**src/rtl/mem_dump_unit_if.sv**
```systemverilog
// Bundles the memory read port and the beat stream used by mem_dump_unit.
// master = the dump engine, slave = the memory/consumer side.
interface mem_dump_unit_if #(
  parameter int word_size = 8,
  parameter int addr_size = 8
);
  logic                 mem_sel;
  logic [addr_size-1:0] mem_addr;
  logic [word_size-1:0] mem_data;
  logic                 out_valid;
  logic                 out_ready;
  logic [addr_size-1:0] out_addr;
  logic [word_size-1:0] out_data;

  modport master (
    output mem_sel, mem_addr, out_valid, out_addr, out_data,
    input  mem_data, out_ready
  );

  modport slave (
    input  mem_sel, mem_addr, out_valid, out_addr, out_data,
    output mem_data, out_ready
  );
endinterface

```
**src/rtl/mem_dump_unit.sv**
```systemverilog
// Post-run memory readback: scans an address window once the CPU halts and
// streams (address, data) beats while accumulating a modulo checksum.
module mem_dump_unit #(
  parameter int word_size = 8,
  parameter int addr_size = 8
) (
  input  logic                 clk,
  input  logic                 rst,
  input  logic                 dump_start,
  input  logic [addr_size-1:0] start_addr,
  input  logic [addr_size-1:0] end_addr,
  input  logic                 cpu_halted,
  mem_dump_unit_if.master      bus,
  output logic                 busy,
  output logic                 done,
  output logic                 err,
  output logic [word_size-1:0] checksum
);

  localparam logic [2:0] IDLE      = 3'd0;
  localparam logic [2:0] WAIT_HALT = 3'd1;
  localparam logic [2:0] READ      = 3'd2;
  localparam logic [2:0] SEND      = 3'd3;
  localparam logic [2:0] DONE      = 3'd4;

  logic [2:0]           state;
  logic [addr_size-1:0] cur_addr;
  logic [addr_size-1:0] end_lat;
  logic                 out_valid_q;
  logic [addr_size-1:0] out_addr_q;
  logic [word_size-1:0] out_data_q;
  logic [word_size-1:0] sum_q;
  logic                 err_q;

  always_ff @(posedge clk or posedge rst) begin
    if (rst) begin
      state       <= IDLE;
      cur_addr    <= '0;
      end_lat     <= '0;
      out_valid_q <= 1'b0;
      out_addr_q  <= '0;
      out_data_q  <= '0;
      sum_q       <= '0;
      err_q       <= 1'b0;
    end else begin
      case (state)
        IDLE: begin
          if (dump_start) begin
            cur_addr <= start_addr;
            end_lat  <= end_addr;
            sum_q    <= '0;
            err_q    <= (start_addr > end_addr);
            state    <= (start_addr > end_addr) ? DONE : WAIT_HALT;
          end
        end
        WAIT_HALT: begin
          if (cpu_halted) state <= READ;
        end
        READ: begin
          out_data_q  <= bus.mem_data;
          out_addr_q  <= cur_addr;
          sum_q       <= sum_q + bus.mem_data;
          out_valid_q <= 1'b1;
          state       <= SEND;
        end
        SEND: begin
          // End test before increment so a window ending at the top address never wraps.
          if (bus.out_ready) begin
            out_valid_q <= 1'b0;
            if (cur_addr == end_lat) begin
              state <= DONE;
            end else begin
              cur_addr <= cur_addr + 1'b1;
              state    <= READ;
            end
          end
        end
        DONE: begin
          state <= IDLE;
        end
        default: begin
          state <= IDLE;
        end
      endcase
    end
  end

  assign bus.mem_sel   = (state == READ) || (state == SEND);
  assign bus.mem_addr  = cur_addr;
  assign bus.out_valid = out_valid_q;
  assign bus.out_addr  = out_addr_q;
  assign bus.out_data  = out_data_q;
  assign busy          = (state != IDLE);
  assign done          = (state == DONE);
  assign err           = err_q;
  assign checksum      = sum_q;

endmodule

```
**src/flat_wrapper.sv**
```systemverilog
// flat-port wrapper written by rule: the top's interface ports become plain ports
module mem_dump_unit_flat 
#(
  parameter int word_size = 8,
  parameter int addr_size = 8
)
  (clk, rst, dump_start, start_addr, end_addr, cpu_halted, busy, done, err, checksum, bus_mem_sel, bus_mem_addr, bus_out_valid, bus_out_addr, bus_out_data, bus_mem_data, bus_out_ready);
  mem_dump_unit_if #(.word_size(word_size), .addr_size(addr_size)) bus_i ();
  input  logic clk;
  input  logic rst;
  input  logic dump_start;
  input  logic [addr_size-1:0] start_addr;
  input  logic [addr_size-1:0] end_addr;
  input  logic cpu_halted;
  output logic busy;
  output logic done;
  output logic err;
  output logic [word_size-1:0] checksum;
  output wire logic [$bits(bus_i.mem_sel)-1:0] bus_mem_sel;
  output wire logic [$bits(bus_i.mem_addr)-1:0] bus_mem_addr;
  output wire logic [$bits(bus_i.out_valid)-1:0] bus_out_valid;
  output wire logic [$bits(bus_i.out_addr)-1:0] bus_out_addr;
  output wire logic [$bits(bus_i.out_data)-1:0] bus_out_data;
  input wire logic [$bits(bus_i.mem_data)-1:0] bus_mem_data;
  input wire logic [$bits(bus_i.out_ready)-1:0] bus_out_ready;
  assign bus_mem_sel = bus_i.mem_sel;
  assign bus_mem_addr = bus_i.mem_addr;
  assign bus_out_valid = bus_i.out_valid;
  assign bus_out_addr = bus_i.out_addr;
  assign bus_out_data = bus_i.out_data;
  assign bus_i.mem_data = bus_mem_data;
  assign bus_i.out_ready = bus_out_ready;
  mem_dump_unit #(.word_size(word_size), .addr_size(addr_size)) u_core (.clk(clk), .rst(rst), .dump_start(dump_start), .start_addr(start_addr), .end_addr(end_addr), .cpu_halted(cpu_halted), .bus(bus_i), .busy(busy), .done(done), .err(err), .checksum(checksum));
endmodule
```
**config.mk**
```make
export PLATFORM = sky130hd
export DESIGN_NAME = mem_dump_unit_flat
export DESIGN_NICKNAME = d
export VERILOG_FILES = /design/src/rtl/mem_dump_unit_if.sv /design/src/rtl/mem_dump_unit.sv /design/src/flat_wrapper.sv
export SDC_FILE = /design/constraint.sdc
export NUM_CORES = 1
export LEC_CHECK = 0
export ABC_CLOCK_PERIOD_IN_PS = 2500
export CORE_MARGIN = 4
export CORE_UTILIZATION = 49
export CTS_CLUSTER_DIAMETER = 100
export DETAILED_ROUTE_END_ITERATION = 7
export HOLD_SLACK_MARGIN = 0.03
export PLACE_DENSITY = 0.88
export SYNTH_ARGS = -nofsm -noshare
export SYNTH_HDL_FRONTEND = slang
export SYNTH_SLANG_ARGS = --single-unit
```
**constraint.sdc**
```tcl
create_clock -name clk -period 2.5 [get_ports clk]
set_input_delay 0.5 -clock clk [delete_from_list [all_inputs] [get_ports clk]]
set_output_delay 0.5 -clock clk [all_outputs]
set_load 0.02 [all_outputs]
```
; ---- After elaboration in Yosys (flattened, before gate mapping)
; Index checks and enable logic that the tools add are counted.
[word_totals]
register_bits = 45
inputBits = 29
output_inout_bits = 37
wordCells = 45
[op_classes]
add_sub_neg = 2
n_lt_le_gt_ge = 1
eq_ne = 9
n_mux = 14
n_reduce_logical = 11
[op_table]
columns = operator, count
row1 = 8-bit two-way mux, 4
row2 = 8-bit case mux with 2 select lines, 2
row3 = 3-bit two-way mux, 5
row4 = 3-bit case mux with 4 select lines, 1
row5 = "8-bit by 1-bit adder with 8-bit output, second input constant", 1
row6 = 8-bit adder, 1
row7 = 8-bit equality test, 1
row8 = 8-bit > comparator, 1
row9 = "2-bit inequality test, second input constant", 4
row10 = "3-bit by 2-bit equality test with 1-bit output, second input constant", 2
row11 = 2-bit AND reduction, 3
row12 = 2-bit nonzero test, 3
row13 = 4-bit AND reduction, 1
row14 = "3-bit by 1-bit equality test with 1-bit output, second input constant", 1
row15 = "3-bit equality test, second input constant", 1
row16 = 3-bit zero test, 1
row17 = 3-bit AND reduction, 1
row18 = 3-bit nonzero test, 1
row19 = 1-bit case mux with 2 select lines, 1
row20 = 1-bit logical OR, 1
row21 = 1-bit two-way mux, 1

; ---- Logic depth before layout (Yosys ltp)
[logic_depth]
ltp_word = 4
depth_mapped = 8
depth_no_buf = 7

; ---- Worst setup path before layout
; No wires, ideal clock.
[synth_timing]
path_kind = input port to flip-flop
start = in bus_mem_data[0]
end = reg u_core.sum_q[6] (netlist: u_core.checksum[6])
setup_time_ns = 0.127
arrival_time_ns = 1.752
required_time_ns = 2.373
setup_slack_ns = 0.621
cell_stages = 7
n_path_buf = 0
path_cell_list = ha_1 > fa_1 > a21o_1 > a21oi_1 > o21bai_1 > mux2i_1 > nand3_1
[synth_between]
elab_chain_cells = 2
[synth_rtl]
columns = element, line
row1 = "start, declared", flat_wrapper.sv:24  ; input wire logic [$bits(bus_i.mem_data)-1:0] bus_mem_data;
row2 = 8-bit adder, mem_dump_unit.sv:62  ; sum_q <= sum_q + bus.mem_data;
row3 = 8-bit case mux with 2 select lines, mem_dump_unit.sv:46  ; case (state)
row4 = "end signal, assigned", mem_dump_unit.sv:62
row5 = "end, declared", mem_dump_unit.sv:32  ; logic [word_size-1:0] sum_q;
; No other way between the ends.
; A chain may end at the register's enable or synchronous reset.

; ---- Worst setup path after layout
[layout_timing]
start = reg u_core.state[0]
end = out busy
[layout_between]
elab_chain_cells = 1
[layout_rtl]
columns = element, line
row1 = "start, declared", mem_dump_unit.sv:26  ; logic [2:0] state;
row2 = "start signal, assigned", mem_dump_unit.sv:53  ; state <= (start_addr > end_addr) ? DONE : WAIT_HALT;
row3 = 3-bit nonzero test, mem_dump_unit.sv:93  ; assign busy = (state != IDLE);
row4 = "end, declared", flat_wrapper.sv:15  ; output logic busy;
; No other way between the ends.

==> summary.md <==
| Metric | Value |
|---|---|
| Drt pass-1 iters | 4 |
| Slew HR | 55.1% |
| Setup crit end kind | output port |
| # hold bufs at CTS | 0 |
| Mux cell area share after synthesis | 1.95% |
| Crit Path Category | register to output port |
| RSZ-0062 raised after global routing | no |
| Critical path required time | 2.00 ns |
| Clock slew seen by the registers of the worst setup and hold paths | 0.09 ns |
| Max Root-Sink Buffers | 2 |
| Min cycle time layout | 2.34 ns |
| Synth Area in Compound Gates | 14.9% |
| Outcome | completed |
| Share of post-route cells with drive strength above 1 | 5.93% |
| Total setup buffers inserted after CTS | 0 |
| Synth area leader | dfrtp_1 |
| Synth cell types | 44 |
| Overall die height | 81.2 um |
| CTS H-Tree Depth | 2 |
| Fmax | 427 MHz |
| Setup TNS | 0 ns |
| Vias in the first global route | 2,300 |
| Synth top area share | 42.9% |
| Clock Sink Count | 45 |
| Endpoints failing setup | 0 |
| Placer Congestion | 0.817 |
| Max-Cap Viols | 0 |
| Pwr Density | 1240 nW/um^2 |
| Cells after synthesis | 292 |
| Rows | 26 |
| CTS tree | yes |
| Largest net degree at the start of global routing | 46 |
| Synth top area cells | dfrtp_1 (43%), nand2_1 (10%), ha_1 (7.6%) |
| Most instantiated library cell after synthesis | nand2_1 |
| I/O Buffers | 65 |
| Seq/Total Area, Yosys | 42.9% |
| First-pass GRT wire length | 10,700 um |
| Mean Syn Cell Area | 8.99 um^2 |
| Combinational family with the most area after synthesis | simple AND/OR/NAND/NOR gates |
| P&R area growth vs syn | 29.8% |
| VDD IR max | 0.461 mV |
| Cell Area, Synth | 2630 um^2 |
| Reg2Reg Depth | 5 |
| Via count | 2,335 |
| Tightest Hold Check Type | register to register |
| Via/cell ratio | 5.51 |
| Worst hold stages | 1 |
| Filler Cell Count | 455 |
| Synth Register Bits | 45 |
| Post-synthesis net count | 338 |
| Final Net Count | 400 |
| LEAKAGE | 1.55 nW |
| Final ANT Viol Nets | 0 |
| Total grt overflow | 0 |
| Worst slew pin tran | 0.673 ns |
| Initial Util | 51.1% |
| Fin crit share | 93.7% |
| Register area | 1130 um^2 |
| EDFF count, synth | 0 |
| Die X | 81.2 um |
| Synth cell count leaders | nand2_1 (71), dfrtp_1 (45), o21ai_0 (20) |
| Die area | 6600 um^2 |
| Asr flop ratio synth | 100% |
| Remaining DRCs | 0 |
| # IOs | 66 |
| Initial antenna violation count | 0 |
| Drt first-iter violations | 187 |
| Yosys warns | 0 |
| Core area | 5140 um^2 |
| Root buffer cell | clkbuf_8 |
| Clk_skew | 0.00446 ns |
| Worst-path fanout max | 13 |
| Dpl cells | 417 |
| Skew-Pair Late Insertion Delay | 0.30 ns |
| Final Max Slew Viols | 0 |
| Post-DP HPWL | 4820 um |
| Xor/xnor cell area share of the yosys netlist | 4.57% |
| Multi-input logic area | 1340 um^2 |
| Most common flop cell mapped by yosys | dfrtp_1 |
| Arrival time of the worst setup path | 1.84 ns |
| Total wire length | 6420 um |
| Hold Vio Cnt, Final | 0 |
| CTS Buf Count | 5 |
| Non-Filler Instances | 424 |
| Post-Synth Adder-Cell Area | 8.38% |
| Routed wire length per instance | 15.1 um |
| Antenna Cells | 0 |
| CTS-repair resized insts | 0 |
| Synth Area in Simple Gates | 21.2% |
| Startpoint types | register |
| Total GRT Usage | 21.1% |
flip-flops by register name, summed over array words and instances, names as in the netlist:
| register | count |
|---|---|
| u_core.bus.mem_addr | 8 |
| u_core.bus.out_addr | 8 |
| u_core.bus.out_data | 8 |
| u_core.checksum | 8 |
| u_core.end_lat | 8 |
| u_core.state | 3 |
| u_core.bus.out_valid | 1 |
| u_core.err | 1 |
final cells by class:
class / count / share of cell area (%)
well taps: 70 / 2.57
clock inverters: 2 / 1.03
multi-input cells: 217 / 39.3
flip-flops and latches: 45 / 33.0
repair buffers: 72 / 20.6
inverters: 13 / 1.43
clock buffers: 5 / 2.02
per-layer routing:
| metal | global-route usage, % | share of wire, % |
|---|---|---|
| met5 | 0 | 0 |
| met2 | 36.0 | 50 |
| met3 | 4.66 | 6.3 |
| met4 | 8.28 | 1.8 |
| met1 | 25.8 | 42 |
cells in the final DEF, fill, tap and decap left out, types with 2 or more instances in the layout:
| cell type | instances |
|---|---|
| o21bai_1 | 2 |
| and2_1 | 3 |
| nor2_1 | 9 |
| nand2b_1 | 2 |
| nand3_1 | 16 |
| xnor2_1 | 9 |
| a21o_1 | 3 |
| clkdlybuf4s50_1 | 65 |
| o211ai_1 | 5 |
| xnor2_2 | 2 |
| nor3_1 | 4 |
| dfrtp_1 | 45 |
| clkbuf_8 | 5 |
| o21ai_0 | 20 |
| ha_1 | 16 |
| a31oi_1 | 3 |
| o21a_1 | 2 |
| nand4_2 | 2 |
| o22a_1 | 2 |
| nand2_1 | 71 |
| nor3b_1 | 3 |
| nand4_1 | 2 |
| mux2i_1 | 4 |
| buf_4 | 7 |
| inv_1 | 12 |
| nor2b_1 | 3 |
| a21oi_1 | 18 |
cell families after synthesis:
family	Yosys count
AO/OA/AOI/OAI	62
XOR/XNOR	12
adder cells (fa/ha/maj)	17
buffers and inverters	30
flip-flops	45
multiplexers	5
AND/OR/NAND/NOR	121
path summary, 6_finish.rpt:
| kind | end | slack, ns | startpoint |
|---|---|---|---|
| max | busy | 0.16 | u_core.state[0] |
| min in group asynchronous | u_core.bus.out_addr[4] | 0.66 | rst |
| max reg2reg | u_core.bus.mem_addr[3] | 0.61 | u_core.bus.mem_addr[6] |
| max in group asynchronous | u_core.end_lat[5] | 1.46 | rst |
| min | u_core.checksum[7] | 0.48 | u_core.checksum[7] |
| min reg2reg | u_core.checksum[7] | 0.48 | u_core.checksum[7] |
stage by stage:
| stage | hold slack, ns | util, % | setup slack, ns | total power [mW] | instance area [um^2] |
|---|---|---|---|---|---|
| final | 0.475 | 66.3 | 0.156 | 4.21 | 3410 |
| after global routing | 0.493 | 66.3 | 0.0498 | 4.53 | 3410 |
| after CTS | 0.476 | 66.3 | 0.166 | 4.23 | 3410 |
| after detailed placement | 0.463 | 64.3 | 0.0360 | 3.67 | 3300 |
| after global placement | 0.457 | 64.3 | 0.102 | 3.57 | 3300 |
| after floorplan | 0.462 | - | 0.621 | 2.85 | 2630 |
power by group:
group / internal [mW] / total (mW) / switching, mW
sequential: 1.07 / 1.41 / 0.344
clock: 0.291 / 0.546 / 0.255
combinational: 1.06 / 2.25 / 1.19
critical path, stage by stage (launching register included):
cell             delay (ns)
dfrtp_1                0.53
nor3_1                 0.34
inv_1                  0.12
clkdlybuf4s50_1        0.55
Note: power is estimated with default switching activity, not from simulation.
